### config.mk
export PLATFORM = sky130hd
export DESIGN_NAME = inst_fetch_buf
export DESIGN_NICKNAME = d
export VERILOG_FILES = /design/src/rtl/inst_fetch_buf.sv
export SDC_FILE = /design/constraint.sdc
export NUM_CORES = 1
export LEC_CHECK = 0
export BUFFER_PORTS_ARGS = -buffer_cell sky130_fd_sc_hd__buf_2
export CORE_ASPECT_RATIO = 2
export CORE_MARGIN = 5
export CORE_UTILIZATION = 40
export CTS_BUF_LIST = sky130_fd_sc_hd__clkbuf_16
export DETAILED_ROUTE_END_ITERATION = 12
export MAX_ROUTING_LAYER = met4
export PLACE_DENSITY = 0.63
export SLEW_MARGIN = 20
export SYNTH_ARGS = -nofsm -noshare
export SYNTH_HDL_FRONTEND = slang
export SYNTH_SLANG_ARGS = --single-unit
### constraint.sdc
create_clock -name clk -period 3.8 [get_ports clk]
set_input_delay 0.38 -clock clk [delete_from_list [all_inputs] [get_ports clk]]
set_output_delay 0.38 -clock clk [all_outputs]
set_load 0.03 [all_outputs]
### src/rtl/inst_fetch_buf.sv
// Fetch stage: owns the fetch PC, issues single-outstanding word reads to imem and
// buffers returned words in a small FIFO that presents the head instruction to ctrl.
module inst_fetch_buf #(
  parameter int                ADDR_W   = 32,
  parameter logic [ADDR_W-1:0] RESET_PC = '0,
  parameter int                DEPTH    = 2
) (
  input  logic              clk,
  input  logic              rst,
  output logic              imem_req,
  output logic [ADDR_W-1:0] imem_addr,
  input  logic              imem_rvalid,
  input  logic [31:0]       imem_rdata,
  input  logic              redir_valid,
  input  logic [ADDR_W-1:0] redir_pc,
  output logic              inst_valid,
  input  logic              inst_ready,
  output logic [31:0]       inst,
  output logic [ADDR_W-1:0] inst_pc,
  output logic [4:0]        opcode,
  output logic [2:0]        func3,
  output logic [6:0]        func7,
  output logic              illegal
);

  localparam int PW = (DEPTH > 1) ? $clog2(DEPTH) : 1;
  localparam int CW = PW + 1;

  typedef enum logic {S_RUN, S_DROP} state_t;

  typedef struct packed {
    logic [ADDR_W-1:0] pc;
    logic [31:0]       word;
  } fetch_ent_t;

  state_t            state, state_nxt;
  logic              pending, pending_nxt;
  logic [ADDR_W-1:0] fetch_pc, fetch_pc_nxt;
  logic [ADDR_W-1:0] req_pc;

  fetch_ent_t        fifo_mem [DEPTH];
  logic [PW-1:0]     rd_ptr, wr_ptr;
  logic [CW-1:0]     count;
  logic [CW:0]       occ_nxt;

  logic push, pop, room, can_req, issue;
  fetch_ent_t head;
  logic redir_lsb_unused;

  assign redir_lsb_unused = ^redir_pc[1:0];

  // Responses are only kept in RUN; a redirect in the response cycle discards them.
  assign push    = imem_rvalid && (state == S_RUN) && !redir_valid;
  assign pop     = inst_valid && inst_ready;
  assign occ_nxt = {1'b0, count} + {{CW{1'b0}}, push} - {{CW{1'b0}}, pop};
  assign room    = occ_nxt < (CW+1)'(DEPTH);
  assign can_req = (state == S_RUN) ? (!pending || imem_rvalid) : imem_rvalid;
  // rst term keeps the request low while reset is held.
  assign issue   = rst && !redir_valid && can_req && room;

  always_comb begin
    state_nxt    = state;
    pending_nxt  = pending;
    fetch_pc_nxt = fetch_pc;
    if (imem_rvalid) pending_nxt = 1'b0;
    if (issue) begin
      pending_nxt  = 1'b1;
      fetch_pc_nxt = fetch_pc + ADDR_W'(4);
    end
    if (redir_valid) begin
      fetch_pc_nxt = {redir_pc[ADDR_W-1:2], 2'b00};
      state_nxt    = (pending && !imem_rvalid) ? S_DROP : S_RUN;
    end else if (state == S_DROP && imem_rvalid) begin
      state_nxt = S_RUN;
    end
  end

  always_ff @(posedge clk or negedge rst) begin
    if (!rst) begin
      state    <= S_RUN;
      pending  <= 1'b0;
      fetch_pc <= RESET_PC;
      req_pc   <= RESET_PC;
      rd_ptr   <= '0;
      wr_ptr   <= '0;
      count    <= '0;
    end else begin
      state    <= state_nxt;
      pending  <= pending_nxt;
      fetch_pc <= fetch_pc_nxt;
      if (issue) req_pc <= fetch_pc;
      if (redir_valid) begin
        rd_ptr <= '0;
        wr_ptr <= '0;
        count  <= '0;
      end else begin
        if (push) wr_ptr <= wr_ptr + PW'(1);
        if (pop)  rd_ptr <= rd_ptr + PW'(1);
        count <= occ_nxt[CW-1:0];
      end
    end
  end

  // Storage needs no reset: contents are masked until count says they are valid.
  always_ff @(posedge clk) begin
    if (push) fifo_mem[wr_ptr] <= '{pc: req_pc, word: imem_rdata};
  end

  assign head       = fifo_mem[rd_ptr];
  assign inst_valid = (count != '0);
  assign imem_req   = issue;
  assign imem_addr  = fetch_pc;
  assign inst       = inst_valid ? head.word : '0;
  assign inst_pc    = inst_valid ? head.pc   : '0;
  assign opcode     = inst[6:2];
  assign func3      = inst[14:12];
  assign func7      = inst[31:25];
  assign illegal    = inst_valid && (inst[1:0] != 2'b11);

endmodule
==> flow_summary.yaml, run 1 <==
outcome:
  run_status: "complete, no violations"
synthesis:
  synth.area.top_cells: "edfxtp_1 (46%), dfrtp_1 (21%), mux2i_1 (7.9%)"
  synth_seq_area_share: 0.671
  syn_area_um2: 8010
  synth_cells: 648
  synthFlopType: "edfxtp_1"
  ys_async_sr_fraction: 0.347
  synth_top_area_frac: 0.465
  yosys.area.top_type: "edfxtp_1"
  syn_avg_cell_area_um2: 12.4
  yosys_warnings: 0
  synth_edf_count: 124
  ys_types: 44
  ys_ff_latch: 190
placed_design:
  gp_congestion: 0.852
  portBuffers: 176
  detailedPlace.worstSlack_ps: 261
  dpl.hpwl_um: 12100
  place_area_um2: 9060
  dp_cells: 1048
critical_path:
  worstPathMaxFanout: 13
  crit_type: "flop to output pin"
  crit_buf_inv: 5
  r2r_start: "count[1]$_DFF_PN0_"
  cpMaxStageDelayCell: "or4_4"
  cpLargestDelayFamily: "simple AND/OR/NAND/NOR gates"
  r2r-end: "imem_addr[28]$_DFFE_PN0P_"
  rrSetupSlack_ps: 400
  crit_top_cell: "inv_1"
  arrival_ps: 3220
  crit_path_start_kind: "flop"
  slowest_delay_ps: 570
  crit_path_cell_trace: "nor2_4 > inv_1 > and2_1 > ha_1 > inv_1 > ha_1 > inv_1 > fa_1 > xor2_1 > or4_4 > inv_6 > clkbuf_4"
  rr_worst_depth: 14
  endpoint_kind: "output pin"
  cp-endpoint: "imem_req"
  required_ps: 3420
  startpoint: "count[1]$_DFF_PN0_"
  cp_num_cells: 12
route:
  num_vias: 5362
  postRouteAntennaNets: 0
  drc: 0
  drt_wl_total_um: 17800
  wl_per_cell_um: 16.5
  dr.pass1.iters: 5
  drt_first_iter_violations: 197
  viasPerCell: 4.96
grt:
  grt_pass1_wl_um: 27900
  antenna_found_initial: 0
  overflow: 0
  grt_pass1_vias: 5332
  grtUsageTotal: 0.162
  grt_max_degree: 63
hold_path:
  min_from: "imem_rdata[6]"
  holdCritPathClass: "input port to flop"
pwr:
  total_power_mw: 7.61
  p_leak_nw: 4.12
  peakVddDrop_mv: 0.455
  powerDensity_nw_per_um2: 785
sta:
  relSlewSlack: 0.311
  final_hold_viol_count: 0
  clock_skew_ps: 14.7
  drv_slew: 0
  finalSetupTns_ps: 0
  fin_crit_sh: 0.948
  timing_worst_slew_pin_value_ps: 1030
  layout_setup_ws_ps: 196
  fmax_mhz: 277
  setup_violations: 0
  rsz0062_at_grt: "false"
  hold_ws_ps: 140
  post-route-min-period_ps: 3600
die:
  die_h_um: 210
  io_pins: 183
  row_count: 73
  start_util: 0.404
  die-area_um2: 23100
  dieWidth_um: 110
  core-area_um2: 19800
layout:
  fin_area_um2: 9690
  fillerInstances: 1880
  fin_nets: 879
  n_antenna_cell: 0
  drive_above_1_share: 0.286
  multi_input_area_um2: 2300
  utilization: 0.489
  area_growth_pct: 21.0
  fin_cells: 1081
  regArea_um2: 5380
flow_run:
  maxCapViolations: 0
clock_network:
  post_cts_buffers: 0
  clock_latency_ps: 430
  htree_levels: 4
  clockBufferDepth: 2
  root_buffer: "clkbuf_16"
  cts.sink_count: 190
  cts_made_buffers: 17
  clk_pin_slew_ps: 70
  cts_tree: "yes"
==> registers in the layout, indices dropped and copies added (netlist names) <==
name / count
count: 2
fifo_mem: 124
imem_addr: 30
pending: 1
rd_ptr: 1
req_pc: 30
state: 1
wr_ptr: 1
==> final cells by class <==
| type | instances | share of cell area |
|---|---|---|
| multi-input combinational | 397 | 0.237 |
| clock inverter | 15 | 0.0197 |
| tap | 262 | 0.0338 |
| timing repair buffer | 190 | 0.106 |
| inverter | 10 | 0.00439 |
| sequential | 190 | 0.555 |
| clock buffer | 17 | 0.0439 |
==> worst reg2reg max path, stage by stage, from the launching register on <==
cell and delay (ps):
dfrtp_2 450, nor2_4 110, inv_1 80, and2_1 190, ha_1 290, inv_1 60, ha_1 130, inv_1 50
fa_1 370, xor2_1 170, or4_4 570, inv_6 130, buf_4 240, nand3_1 160, o311ai_1 290
==> placed cells by master (no fill, tap or decap), types with 10 or more instances in the layout <==
master	netlist	layout
buf_2	4	175
buf_4	21	10
clkbuf_16	0	17
dfrtp_1	66	64
edfxtp_1	124	124
mux2i_1	63	63
nand2_1	129	129
nand3_1	21	21
nor2_1	81	79
o211ai_1	12	12
o21ai_0	14	14
==> synthesized netlist by cell type (2+ instances only) <==
cell type	n
a21o_1	4
a21oi_1	4
a22oi_1	4
a31o_2	2
a31oi_1	2
a32oi_1	2
and2_1	2
and3_1	9
buf_1	6
buf_2	4
buf_4	21
buf_6	5
clkbuf_1	18
dfrtp_1	66
edfxtp_1	124
ha_1	3
inv_1	9
mux2i_1	63
nand2_1	129
nand3_1	21
nand4_1	9
nor2_1	81
nor2b_1	2
o211ai_1	12
o21ai_0	14
o311ai_0	4
o311ai_1	9
xnor2_1	3
==> cells by family after synthesis <==
group                      share of synthesized area
buffers and inverters                         0.0453
DFF                                            0.671
and+or+nand+nor                                0.138
muxes                                         0.0787
AOI/OAI and AO/OA                             0.0550
adders and majority gates                    0.00719
other                                       0.000468
xor gates and xnor gates                     0.00438
==> layer usage <==
layer,track usage,part of all wire
met5,-,0
met4,0.0534,0.016
met3,0.0313,0.049
met2,0.286,0.55
met1,0.181,0.38
==> power breakdown <==
| part | switching, mW | total (mW) | leakage [nW] | internal (mW) |
|---|---|---|---|---|
| registers | 0.340 | 2.98 | 1.97 | 2.64 |
| clock network | 0.852 | 1.80 | 0.291 | 0.951 |
| logic | 1.97 | 2.83 | 1.86 | 0.855 |
| total | 3.17 | 7.61 | 4.12 | 4.44 |
==> repair_timing <==
action,CTS,global route
gates resized for setup,0,4
hold endpoints to repair,6,0
hold buffers,1,0
endpoints found under the setup margin,0,3
==> worst min path at each step <==
stage                                     end  slack (ps)  depth (start not counted)
global placement        req_pc[7]$_DFFE_PN0P_         250                          1
floorplan                  count[0]$_DFF_PN0_          80                          0
global route        fifo_mem[1][11]$_DFFE_PP_         110                          1
CTS                 fifo_mem[0][13]$_DFFE_PP_         110                          1
finish               fifo_mem[1][6]$_DFFE_PP_         140                          1
detailed placement   imem_addr[8]$_DFFE_PN0P_         260                          1
No activity file was read; power rests on OpenSTA's default activity.
==> run 2, diff against run 1 <==
Settings changed: PLACE_DENSITY 0.63 to 0.61, RECOVER_POWER from default to 50.
Clock period 3.8 ns to 4.3 ns, I/O delays scaled along.
==> run 2 against run 1 <==
  * The run now ends with capacitance limit, slew limit left
  * Utilization decreased by 0.43 points
  * Routed wire length rose by 0.56%
  * Clock skew down 3.8 ps
  * Count of clock-buffer cells in the layout did not move
  * Register-to-register slack better by 160 ps
  * Die area did not move
  * Total power shrank 11%
  * Final area is 0.88% lower
  * Largest cell class unchanged
==> flow_summary.yaml, run 2 (synthesized netlist as in run 1, its figures left out) <==
outcome:
  run_status: "finished with violations"
  failed_checks: "capacitance limit, slew limit"
sta:
  drv_slew: 65
  setup_violations: 0
  post-route-min-period_ps: 3880
  final_hold_viol_count: 0
  finalSetupTns_ps: 0
  relSlewSlack: -0.476
  clock_skew_ps: 10.8
  timing_worst_slew_pin_value_ps: 2210
  fin_crit_sh: 0.903
  fmax_mhz: 258
  rsz0062_at_grt: "false"
critical_path:
  rr_worst_depth: 14
  worstPathMaxFanout: 24
  rrSetupSlack_ps: 560
  r2r-end: "imem_addr[8]$_DFFE_PN0P_"
  required_ps: 3870
  cpLargestDelayFamily: "adder cells"
  cpMaxStageDelayCell: "fa_1"
  crit_buf_inv: 5
  r2r_start: "count[1]$_DFF_PN0_"
  crit_path_cell_trace: "nor2_4 > inv_1 > and2_1 > ha_1 > inv_1 > ha_1 > inv_1 > fa_1 > nand2_1 > or4_4 > clkinv_2 > buf_2"
  crit_top_cell: "inv_1"
  slowest_delay_ps: 500
  arrival_ps: 3450
  crit_type: "flop to output pin"
  crit_path_start_kind: "flop"
  endpoint_kind: "output pin"
clock_network:
  post_cts_buffers: 0
  cts_resized: 0
  cts_made_buffers: 17
  cts_hold_buf: 1
  clk_pin_slew_ps: 70
  clock_latency_ps: 430
  root_buffer: "clkbuf_16"
  cts.sink_count: 190
  clockBufferDepth: 2
  htree_levels: 4
  cts_tree: "yes"
die:
  die-area_um2: 23100
  core-area_um2: 19800
  row_count: 73
  start_util: 0.404
  die_h_um: 210
  dieWidth_um: 110
  io_pins: 183
route:
  drt_wl_total_um: 17900
  drc: 0
  num_vias: 5276
  dr.pass1.iters: 4
  met2_length_um: 9600
  top_layer: "met4"
  wl_per_cell_um: 16.6
  drt_first_iter_violations: 192
  postRouteAntennaNets: 0
  wl_met3_um: 878
  viasPerCell: 4.89
  wl_met1_um: 7090
layout:
  fillerInstances: 1852
  layout_commonest_cell: "buf_2"
  largest_reg_flops: 124
  final_cell_mix: "buf_2 (136), nand2_1 (129), edfxtp_1 (124)"
  largest_register: "fifo_mem"
  drive_above_1_share: 0.231
  fin_nets: 877
  area_growth_pct: 20.0
  n_antenna_cell: 0
grt:
  grt_pass1_wl_um: 28400
  grt_max_degree: 64
  overflow: 0
  antenna_found_initial: 0
  grt_pass1_vias: 5346
  grtUsageTotal: 0.167
pwr:
  total_power_mw: 6.75
  powerDensity_nw_per_um2: 702
  p_leak_nw: 4.00
  peakVddDrop_mv: 0.405
hold_path:
  min_to: "state$_DFFE_PN0P_"
  min_from: "imem_rvalid"
  holdCritPathClass: "input port to flop"
  min_delay_path_depth: 2
placed_design:
  dpl.hpwl_um: 12100
  portBuffers: 176
  gp_congestion: 0.835
flow_run:
  maxCapViolations: 3
[run 2: per-layer routing]
| metal | vias to the layer above | GRT usage |
|---|---|---|
| met1 | 2517 | 0.186 |
| met4 | 0 | 0.0659 |
| met5 | - | - |
| met3 | 23 | 0.0383 |
| li1 | 2592 | - |
| met2 | 144 | 0.285 |
[run 2: how the worst max path moves through the flow]
stage	start	end	depth (start not counted)
after floorplan	redir_valid	fifo_mem[0][0]$_DFFE_PP_	5
after global placement	imem_rvalid	imem_addr[8]$_DFFE_PN0P_	14
after detailed placement	imem_rvalid	imem_addr[8]$_DFFE_PN0P_	14
after CTS	count[1]$_DFF_PN0_	imem_req	12
after global routing	count[1]$_DFF_PN0_	imem_addr[8]$_DFFE_PN0P_	14
final	count[1]$_DFF_PN0_	imem_req	12
[run 2: power by group]
part | internal [mW] | total, mW | switching [mW]
Sequential | 2.33 | 2.61 | 0.279
Combinational | 0.719 | 2.49 | 1.77
Clock | 0.937 | 1.65 | 0.711
Total | 3.99 | 6.75 | 2.76
[run 2: final cells by class]
type,count,area [um^2],share of cell area
sequential,190,5380,0.560
clock buffer,17,425,0.0443
inverter,10,38.8,0.00404
timing repair buffer,188,950,0.0988
multi-input combinational,397,2290,0.238
tap,262,328,0.0341
clock inverter,15,198,0.0206
[run 2: through the flow]
step	worst slack (ps)	utilization	hold slack, ps	instances	area, um^2
detailed placement	483	0.455	311	1045	9010
finish	418	0.485	186	1079	9610
global placement	505	0.455	313	1045	9010
global route	146	0.485	162	1079	9610
floorplan	53.0	-	134	651	8020
CTS	362	0.487	153	1078	9650
==> run 3, diff against run 2 <==
Settings changed: REMOVE_ABC_BUFFERS from default to 1.
Clock period 4.3 ns to 4.85 ns, I/O delays scaled along.
==> run 3 against run 2 <==
  * The flow still finishes with violations (capacitance limit, slew limit)
  * Clock skew grew 1.2 ps
  * Via count grew 1.3%
  * Sequential share of layout area grew 0.32 points
  * Setup slack gained 480 ps
  * Count of clock-buffer cells in the layout grew 1
  * Non-clock buffer count is the same
  * Final area shrank 0.57%
  * Clock power shrank 17%
  * Sequential cell count is the same
  * Routed wire length shrank 0.20%
  * Critical path type unchanged
  * Largest cell class unchanged
  * Highest routed layer unchanged
==> flow_summary.yaml, run 3 (synthesized netlist as in run 1, its figures left out) <==
critical_path:
  rr_worst_depth: 15
  arrival_ps: 3470
  required_ps: 4370
  worstPathMaxFanout: 25
  crit_type: "flop to output pin"
  endpoint_kind: "output pin"
  crit_path_start_kind: "flop"
grt:
  grt_max_degree: 67
  grt_busiest_layer: "met2"
  grt_pass1_wl_um: 28400
  overflow: 0
  grtUsageTotal: 0.164
  grt_pass1_vias: 5405
  grtUsageMet1: 0.176
  grtUsageMet2: 0.296
  met3_usage: 0.0279
  antenna_found_initial: 0
route:
  drt_first_iter_violations: 233
  num_vias: 5342
  drc: 0
  wl_per_cell_um: 16.6
  drt_wl_total_um: 17900
  dr.pass1.iters: 4
  viasPerCell: 4.95
  postRouteAntennaNets: 0
clock_network:
  clock_latency_ps: 420
  cts.sink_count: 190
  cts_hold_buf: 0
  post_cts_buffers: 0
  cts_tree: "yes"
  htree_levels: 4
  cts_made_buffers: 17
  clockBufferDepth: 2
  root_buffer: "clkbuf_16"
  clk_pin_slew_ps: 80
  cts_resized: 0
layout:
  largest_register: "fifo_mem"
  regArea_um2: 5380
  drive_above_1_share: 0.224
  utilization: 0.482
  final_cell_mix: "buf_2 (130), nand2_1 (129), edfxtp_1 (124)"
  area_growth_pct: 19.3
  n_antenna_cell: 0
  layout_commonest_cell: "buf_2"
  fillerInstances: 1910
  fin_nets: 877
  largest_reg_flops: 124
  fin_area_um2: 9550
  fin_cells: 1079
  multi_input_area_um2: 2300
placed_design:
  detailedPlace.worstSlack_ps: 1090
  portBuffers: 176
  gp_congestion: 0.797
  dpl.hpwl_um: 12000
  place_area_um2: 9010
  dp_cells: 1046
sta:
  finalSetupTns_ps: 0
  drv_slew: 39
  rsz0062_at_grt: "false"
  fin_crit_sh: 0.815
  final_hold_viol_count: 0
  layout_setup_ws_ps: 895
  setup_violations: 0
  fmax_mhz: 253
  relSlewSlack: -0.144
  clock_skew_ps: 12.1
  post-route-min-period_ps: 3950
  hold_ws_ps: 246
  timing_worst_slew_pin_value_ps: 1720
pwr:
  peakVddDrop_mv: 0.272
  p_clk_frac: 0.233
  pwr-share-seq: 0.393
  p_sw_frac: 0.421
  pwr-share-comb: 0.374
  p_int_mw: 3.41
  p_leak_nw: 3.96
  p_switching_mw: 2.48
  total_power_mw: 5.89
  powerDensity_nw_per_um2: 617
die:
  die-area_um2: 23100
  core-area_um2: 19800
  row_count: 73
  dieWidth_um: 110
  start_util: 0.404
  die_h_um: 210
  io_pins: 183
hold_path:
  holdCritPathClass: "input port to flop"
  min_delay_path_depth: 2
outcome:
  run_status: "finished with violations"
  failed_checks: "capacitance limit, slew limit"
flow_run:
  maxCapViolations: 1
run 3: cell types whose count changed in the layout (fill, tap and decap cells not counted), moves of 2 or more:
| cell | delta |
|---|---|
| buf_2 | -6 |
| inv_8 | +2 |
| buf_4 | +3 |
| bufinv_16 | -3 |
| clkinv_2 | -2 |
| clkbuf_1 | +6 |
| inv_6 | -2 |
run 3: power groups by stage:
stage               sequential (mW)  clock (mW)  combinational (mW)
floorplan                      2.41           0                1.45
global placement               2.38           0                2.19
detailed placement             2.40           0                2.21
CTS                            2.36        1.41                2.22
global route                   2.35        1.48                2.41
finish                         2.31        1.37                2.21
run 3: layer usage:
| metal | vias to the layer above | routed length (um) |
|---|---|---|
| met5 | - | 0 |
| met4 | 0 | 344 |
| met3 | 15 | 807 |
| met2 | 125 | 10300 |
| met1 | 2612 | 6500 |
| li1 | 2590 | - |
run 3: critical path, stage by stage, from the launching register on:
cell	delay [ps]
dfrtp_1	450
nor2_4	130
inv_1	80
and2_1	200
ha_1	290
inv_1	50
ha_1	130
inv_1	50
fa_1	370
xor2_1	170
or4_4	530
clkinv_2	310
buf_2	280
run 3: final cells by class:
class	count	area share
clock buffers	18	0.0471
clock inverters	14	0.0145
inverters	10	0.00406
multi-input cells	397	0.240
flip-flops and latches	190	0.563
well taps	262	0.0343
repair buffers	188	0.0965
run 3: worst paths after layout:
path	slack, ps	start	to
max	900	count[1]$_DFF_PN0_	imem_req
min	250	imem_rvalid	state$_DFFE_PN0P_
max reg2reg	1150	count[1]$_DFF_PN0_	imem_addr[24]$_DFFE_PN0P_
min reg2reg	470	req_pc[25]$_DFFE_PN0P_	fifo_mem[1][57]$_DFFE_PP_
max in group asynchronous	3860	rst	rd_ptr$_DFFE_PN0P_
min in group asynchronous	360	rst	imem_addr[6]$_DFFE_PN0P_
